[src/rtl/uart_pkg.sv]
// ----------------------------------------------------------------------------
// uart_pkg
// Shared types and constants for the UART transmit path.
//   tx_state_t      : transmit FSM states
//   OVERSAMPLE_DEF  : default BAUD_EN pulses per bit period
//   TICK_W / BIT_W  : widths of the tick counter and the data-bit index
//   calc_parity()   : parity bit over the 7 or 8 data bits actually sent
// ----------------------------------------------------------------------------
package uart_pkg;

    localparam int OVERSAMPLE_DEF = 16;
    localparam int TICK_W         = 4;
    localparam int BIT_W          = 3;

    typedef enum logic [2:0] {
        IDLE   = 3'd0,
        FETCH  = 3'd1,
        START  = 3'd2,
        DATA   = 3'd3,
        PARITY = 3'd4,
        STOP   = 3'd5
    } tx_state_t;

    // Bit 7 only contributes in 8-bit mode because it is never sent otherwise.
    function automatic logic calc_parity(input logic [7:0] data,
                                         input logic       bit8,
                                         input logic       odd_n_even);
        return (^data[6:0]) ^ (bit8 & data[7]) ^ odd_n_even;
    endfunction

endpackage

[src/rtl/uart_tx_bit_timer.sv]
// ----------------------------------------------------------------------------
// uart_tx_bit_timer
// Counts BAUD_EN pulses and flags the pulse that completes one bit period.
//   i_clk       : system clock
//   i_rst_n     : synchronous reset, active low
//   i_clr       : hold the counter at zero (asserted while no bit is on the line)
//   i_baud_en   : x16 baud enable, counted once per CLK it is high
//   o_bit_done  : high in the cycle whose clock edge counts the last pulse
// ----------------------------------------------------------------------------
module uart_tx_bit_timer
    import uart_pkg::*;
#(
    parameter int OVERSAMPLE = OVERSAMPLE_DEF
) (
    input  logic i_clk,
    input  logic i_rst_n,
    input  logic i_clr,
    input  logic i_baud_en,
    output logic o_bit_done
);

    logic [TICK_W-1:0] r_tick;
    logic              w_last_tick;

    assign w_last_tick = (r_tick == TICK_W'(OVERSAMPLE - 1));
    // The bit ends on the same edge the FSM moves on, so this flag is combinational.
    assign o_bit_done  = i_baud_en & ~i_clr & w_last_tick;

    // Tick counter: restarts at zero for every bit, so the next bit state starts clean.
    always_ff @(posedge i_clk) begin
        if (!i_rst_n) begin
            r_tick <= {TICK_W{1'b0}};
        end else if (i_clr) begin
            r_tick <= {TICK_W{1'b0}};
        end else if (i_baud_en) begin
            if (w_last_tick) begin
                r_tick <= {TICK_W{1'b0}};
            end else begin
                r_tick <= r_tick + {{(TICK_W-1){1'b0}}, 1'b1};
            end
        end else begin
            r_tick <= r_tick;
        end
    end

endmodule

[src/rtl/uart_tx_fifo_reader.sv]
// ----------------------------------------------------------------------------
// uart_tx_fifo_reader
// Pops bytes from the TX FIFO read port and serialises them onto the TX line:
// start bit, 7/8 data bits LSB first, optional parity, stop bit(s).
// Optional build macro: UART_TX_2STOP_EN adds input STOP2 (two stop bits).
//   CLK         : system clock
//   RESET_N     : synchronous reset, active low
//   BAUD_EN     : one-CLK pulse at 16x baud
//   BIT8        : 1 = 8 data bits, 0 = 7 data bits
//   PARITY_EN   : insert parity bit
//   ODD_N_EVEN  : 1 = odd parity, 0 = even parity
//   STOP2       : (UART_TX_2STOP_EN only) 1 = stop lasts two bit periods
//   FIFO_EMPTY  : TX FIFO empty flag
//   FIFO_DATA   : FIFO registered read data
//   FIFO_RDB    : FIFO read strobe, active low, one CLK wide
//   TX          : serial line, idle high
//   TX_BUSY     : high from the read strobe until the end of the stop bit
// ----------------------------------------------------------------------------
module uart_tx_fifo_reader
    import uart_pkg::*;
#(
    parameter int FIFO_RD_LATENCY = 2,
    parameter int OVERSAMPLE      = OVERSAMPLE_DEF
) (
    input  logic       CLK,
    input  logic       RESET_N,
    input  logic       BAUD_EN,
    input  logic       BIT8,
    input  logic       PARITY_EN,
    input  logic       ODD_N_EVEN,
`ifdef UART_TX_2STOP_EN
    input  logic       STOP2,
`endif
    input  logic       FIFO_EMPTY,
    input  logic [7:0] FIFO_DATA,
    output logic       FIFO_RDB,
    output logic       TX,
    output logic       TX_BUSY
);

    localparam logic [1:0] LAT = 2'(FIFO_RD_LATENCY);

    tx_state_t        r_state;
    logic [1:0]       r_lat;
    logic [BIT_W-1:0] r_bit_idx;
    logic [7:0]       r_shift;
    logic             r_bit8;
    logic             r_par_en;
    logic             r_par_bit;
    logic             r_stop2;
    logic             r_stop_half;
    logic             r_tx;
    logic             r_rdb;
    logic             r_busy;

    logic             w_clr;
    logic             w_bit_done;
    logic             w_stop2;
    logic [BIT_W-1:0] w_last_idx;

`ifdef UART_TX_2STOP_EN
    assign w_stop2 = STOP2;
`else
    assign w_stop2 = 1'b0;
`endif

    // No bit is on the line in IDLE/FETCH, so BAUD_EN is ignored there.
    assign w_clr      = (r_state == IDLE) || (r_state == FETCH);
    assign w_last_idx = r_bit8 ? 3'd7 : 3'd6;

    assign FIFO_RDB = r_rdb;
    assign TX       = r_tx;
    assign TX_BUSY  = r_busy;

    uart_tx_bit_timer #(
        .OVERSAMPLE (OVERSAMPLE)
    ) u_bit_timer (
        .i_clk      (CLK),
        .i_rst_n    (RESET_N),
        .i_clr      (w_clr),
        .i_baud_en  (BAUD_EN),
        .o_bit_done (w_bit_done)
    );

    // Transmit FSM with shift register, frame configuration and registered outputs.
    always_ff @(posedge CLK) begin
        if (!RESET_N) begin
            r_state     <= IDLE;
            r_lat       <= 2'd0;
            r_bit_idx   <= {BIT_W{1'b0}};
            r_shift     <= 8'h00;
            r_bit8      <= 1'b0;
            r_par_en    <= 1'b0;
            r_par_bit   <= 1'b0;
            r_stop2     <= 1'b0;
            r_stop_half <= 1'b0;
            r_tx        <= 1'b1;
            r_rdb       <= 1'b1;
            r_busy      <= 1'b0;
        end else begin
            case (r_state)
                IDLE: begin
                    r_tx <= 1'b1;
                    if (!FIFO_EMPTY) begin
                        r_rdb   <= 1'b0;
                        r_busy  <= 1'b1;
                        r_lat   <= 2'd0;
                        r_state <= FETCH;
                    end else begin
                        r_rdb  <= 1'b1;
                        r_busy <= 1'b0;
                    end
                end
                FETCH: begin
                    r_rdb <= 1'b1;
                    // Data is valid once the FIFO has seen the strobe plus its pipeline.
                    if (r_lat == LAT) begin
                        r_shift     <= FIFO_DATA;
                        r_bit8      <= BIT8;
                        r_par_en    <= PARITY_EN;
                        r_par_bit   <= calc_parity(FIFO_DATA, BIT8, ODD_N_EVEN);
                        r_stop2     <= w_stop2;
                        r_stop_half <= 1'b0;
                        r_bit_idx   <= {BIT_W{1'b0}};
                        r_tx        <= 1'b0;
                        r_state     <= START;
                    end else begin
                        r_lat <= r_lat + 2'd1;
                    end
                end
                START: begin
                    if (w_bit_done) begin
                        r_tx    <= r_shift[0];
                        r_shift <= {1'b0, r_shift[7:1]};
                        r_state <= DATA;
                    end
                end
                DATA: begin
                    if (w_bit_done) begin
                        if (r_bit_idx == w_last_idx) begin
                            if (r_par_en) begin
                                r_tx    <= r_par_bit;
                                r_state <= PARITY;
                            end else begin
                                r_tx    <= 1'b1;
                                r_state <= STOP;
                            end
                        end else begin
                            r_bit_idx <= r_bit_idx + 3'd1;
                            r_tx      <= r_shift[0];
                            r_shift   <= {1'b0, r_shift[7:1]};
                        end
                    end
                end
                PARITY: begin
                    if (w_bit_done) begin
                        r_tx    <= 1'b1;
                        r_state <= STOP;
                    end
                end
                STOP: begin
                    r_tx <= 1'b1;
                    if (w_bit_done) begin
                        // Two-stop frames run the bit timer through a second period.
                        if (r_stop2 && !r_stop_half) begin
                            r_stop_half <= 1'b1;
                        end else begin
                            r_busy  <= 1'b0;
                            r_state <= IDLE;
                        end
                    end
                end
                default: begin
                    r_tx    <= 1'b1;
                    r_rdb   <= 1'b1;
                    r_busy  <= 1'b0;
                    r_state <= IDLE;
                end
            endcase
        end
    end

endmodule
[config.mk]
export PLATFORM = sky130hd
export DESIGN_NAME = uart_tx_fifo_reader
export DESIGN_NICKNAME = d
export VERILOG_FILES = /design/src/rtl/uart_pkg.sv /design/src/rtl/uart_tx_bit_timer.sv /design/src/rtl/uart_tx_fifo_reader.sv
export SDC_FILE = /design/constraint.sdc
export NUM_CORES = 1
export LEC_CHECK = 0
export BUFFER_PORTS_ARGS = -buffer_cell sky130_fd_sc_hd__buf_2
export CORE_MARGIN = 4
export CORE_UTILIZATION = 45
export CTS_CLUSTER_DIAMETER = 80
export CTS_CLUSTER_SIZE = 24
export DETAILED_ROUTE_END_ITERATION = 12
export GPL_TIMING_DRIVEN = 0
export HOLD_SLACK_MARGIN = 0.15
export PLACE_DENSITY = 0.73
export SYNTH_ARGS = -nofsm -noshare
export SYNTH_HDL_FRONTEND = slang
export SYNTH_HIERARCHICAL = 1
export SYNTH_SLANG_ARGS = --single-unit
export TNS_END_PERCENT = 10
[constraint.sdc]
create_clock -name CLK -period 2.4 [get_ports CLK]
set_input_delay 0.24 -clock CLK [delete_from_list [all_inputs] [get_ports CLK]]
set_output_delay 0.24 -clock CLK [all_outputs]
set_load 0.05 [all_outputs]
==> results.cfg <==
[clock_tree]
cts_buffer_depth = 2
postCtsSetupBuffers = 0
cts_tree = built
clock-sinks = 26
root_buffer = clkbuf_4
htree_levels = 1
cts-hold-fix-buffers = 0
clk_pin_slew_ns = 0.14
clock_latency_ns = 0.31
cts_buffers = 3

[final_layout]
multi_input_area_sq_um = 915
insertedDiodeCount = 0
stdcell_count = 233
syn_to_final_growth_pct = 10.9
nets = 211
drive_gt1_share_pct = 19.0
fill_cells = 291
regArea_sq_um = 522

[routing]
wl_per_cell_um = 12.7
vias = 1228
viasPerCell = 5.27
drtIter0Drc = 55
dr.pass1.iters = 4
ant_nets = 0
wl_mm = 2.95
drc_errors = 0

[placement]
port_buffers = 17
dp_cells = 230
dpl.hpwl_mm = 2.31
globalplace.congestion = 0.837

[critical_path]
end_kind = flip-flop
critPathMaxFanout = 10
cp.required_ns = 2.63
crit_type = flip-flop to flip-flop
r2r_start = r_state[1]
start_kind = flip-flop
setup.worst_path.start = r_state[1]
arrival_ns = 2.44

[pwr]
ir_drop_mv = 0.238
p_leak_nw = 0.728
swShare_pct = 29.3
combPwrFrac_pct = 23.1
power_mw = 0.838
p_seq_share_pct = 55.4
pwr-share-clk_pct = 21.5
power.switching_mw = 0.245
p_per_area_mw_per_mm2 = 503
p_int_mw = 0.592

[sta]
period_minus_slack_ns = 2.21
tns_ns = 0
finalCritPeriodShare_pct = 92.2
setup_violations = 0
slew_violations = 0
rsz0062_at_grt = no
worstMarginPinSlew_ns = 0.638
max-slew-margin-rel_pct = 57.4
clock_skew_ns = 0.00924
final_hold_viol_count = 0
fmaxAchievable_mhz = 452

[synthesis]
ys_ff_latch = 26
syn-cell-area_sq_mm = 0.00150
yosysSeqAreaShare_pct = 34.6
ys_warn_count = 6
avgSynthCellArea_sq_um = 8.89
synthFlopType = dfxtp_1
ys_types = 44
synthCells = 169
synth_edf_count = 0
postSynth.asyncResetShare_pct = 0
synth_fp_nets = 189

[global_routing]
grt_pass1_wl_mm = 5.09
overflow = 0
antenna_found_initial = 0
grt_pass1_vias = 1191
grt_start_max_net_pins = 14
grt_usage_pct = 14.8

[floorplanning]
row_count = 20
core_area_sq_mm = 0.00313
initial_utilization_pct = 48.0
die_x_um = 65.8
num_io_pins = 18
die_h_um = 65.8
die_area_sq_mm = 0.00433

[min_path]
min_from = PARITY_EN
hold_class = primary input to flip-flop

[status]
status = finished, final reports clean

[flow_run]
drv_cap = 0
[area by class of cell]
type	instances	share of cell area, %
Buffer	8	2.93
Clock buffer	3	1.35
Inverter	5	1.13
Multi-Input combinational cell	130	54.9
Sequential cell	26	31.3
Tap cell	44	3.30
Timing Repair Buffer	17	5.11
[per-layer routing]
metal  part of all wire, %  wire length [um]  GRT usage [%]
met5                     0                 0              0
met4                  0.85                25           3.89
met3                   3.3                96           2.72
met2                    49              1460           24.2
met1                    46              1370           19.9
[flip-flops by register name, summed over array words and instances, names as in the netlist]
signal              cells
r_lat                   2
r_bit8                  1
r_shift                 8
r_par_en                1
TX_BUSY                 1
u_bit_timer/r_tick      4
TX                      1
r_par_bit               1
r_bit_idx               3
r_state                 3
FIFO_RDB                1
[synth_stat cells (2+ instances only)]
library cell | count | area, sq um
dfxtp_1 | 26 | 521
nand2_1 | 24 | 90.1
mux2i_1 | 14 | 140
nor2b_1 | 8 | 50.1
o21ai_0 | 8 | 40.0
o211a_1 | 7 | 70.1
nor2_1 | 6 | 22.5
o21ai_1 | 6 | 30.0
xnor2_1 | 6 | 52.6
and2_1 | 5 | 31.3
ha_1 | 5 | 62.6
a21oi_1 | 4 | 20.0
and3_1 | 3 | 18.8
buf_2 | 3 | 15.0
clkbuf_1 | 3 | 11.3
inv_1 | 3 | 11.3
nand3_1 | 3 | 15.0
nor3_1 | 3 | 15.0
xor2_1 | 3 | 26.3
a31oi_1 | 2 | 12.5
buf_6 | 2 | 22.5
inv_2 | 2 | 7.51
o211ai_1 | 2 | 15.0
[stage by stage]
| step | setup WS, ns | utilization [%] | area [sq um] | hold WS (ns) |
|---|---|---|---|---|
| 2_1_floorplan | 0.413 | - | 1500 | 0.379 |
| 5_1_grt | 0.00225 | 53.3 | 1670 | 0.170 |
| 4_1_cts | 0.0802 | 53.2 | 1670 | 0.181 |
| 3_3_place_gp | 0.131 | 52.5 | 1640 | 0.446 |
| 3_5_place_dp | 0.104 | 52.5 | 1640 | 0.466 |
| 6_report | 0.188 | 53.3 | 1670 | 0.184 |
[path summary, 6_finish.rpt]
kind / end / slack, ns / cells past startpoint
hold reg to reg: r_shift[7] / 0.48 / 2
setup / recovery: r_shift[6] / 0.19 / 10
setup reg to reg: r_shift[6] / 0.19 / 10
hold / removal: r_par_en / 0.18 / 3
[power by group through the flow]
| stage | clock [mW] | combinational [mW] | sequential [mW] |
|---|---|---|---|
| 4_1_cts | 0.191 | 0.195 | 0.464 |
| 3_5_place_dp | 0 | 0.193 | 0.473 |
| 2_1_floorplan | 0 | 0.125 | 0.491 |
| 5_1_grt | 0.210 | 0.213 | 0.468 |
| 3_3_place_gp | 0 | 0.187 | 0.472 |
| 6_report | 0.180 | 0.194 | 0.464 |
[placed cells by master (no fill, tap or decap), drive strengths merged]
master   instances
xnor3            1
clkbuf           6
a21oi            5
xnor2            6
nand4            1
a31o             1
dfxtp           26
o211ai           2
o21ai           15
or4              1
or2              1
o41ai            1
nand2b           1
and2b            1
nand2           25
nor3             3
a21boi           2
inv              5
and3             3
o311ai           1
mux2i           14
and2             5
buf             22
and4             1
xor2             3
a31oi            2
nor2             7
o32a             1
or3              1
a2bb2oi          1
a211oi           1
nor2b            8
ha               5
nand3            4
o211a            7
[logic make-up after synthesis]
kind of cell    Yosys count  share of synthesized area (%)
compound gates           39                           19.6
xor+xnor                 10                           6.74
fa+ha+maj                 5                           4.16
buf+inv                  13                           4.50
flops                    26                           34.6
mux                      14                           9.33
simple gates             62                           21.1
[critical path, stage by stage (launching register included)]
cell and delay [ns]:
dfxtp_2 0.41, buf_2 0.23, inv_2 0.08, ha_1 0.23
nor3_1 0.18, buf_2 0.24, o311ai_2 0.16, a21oi_4 0.26
buf_6 0.18, nand2_1 0.06, o211a_1 0.11
[timing repair]
action                                 CTS  global route
endpoints found under the hold margin    0             0
resized for setup                        0             1
setup endpoints to repair                0             8
(Power assumes the default switching activity.)
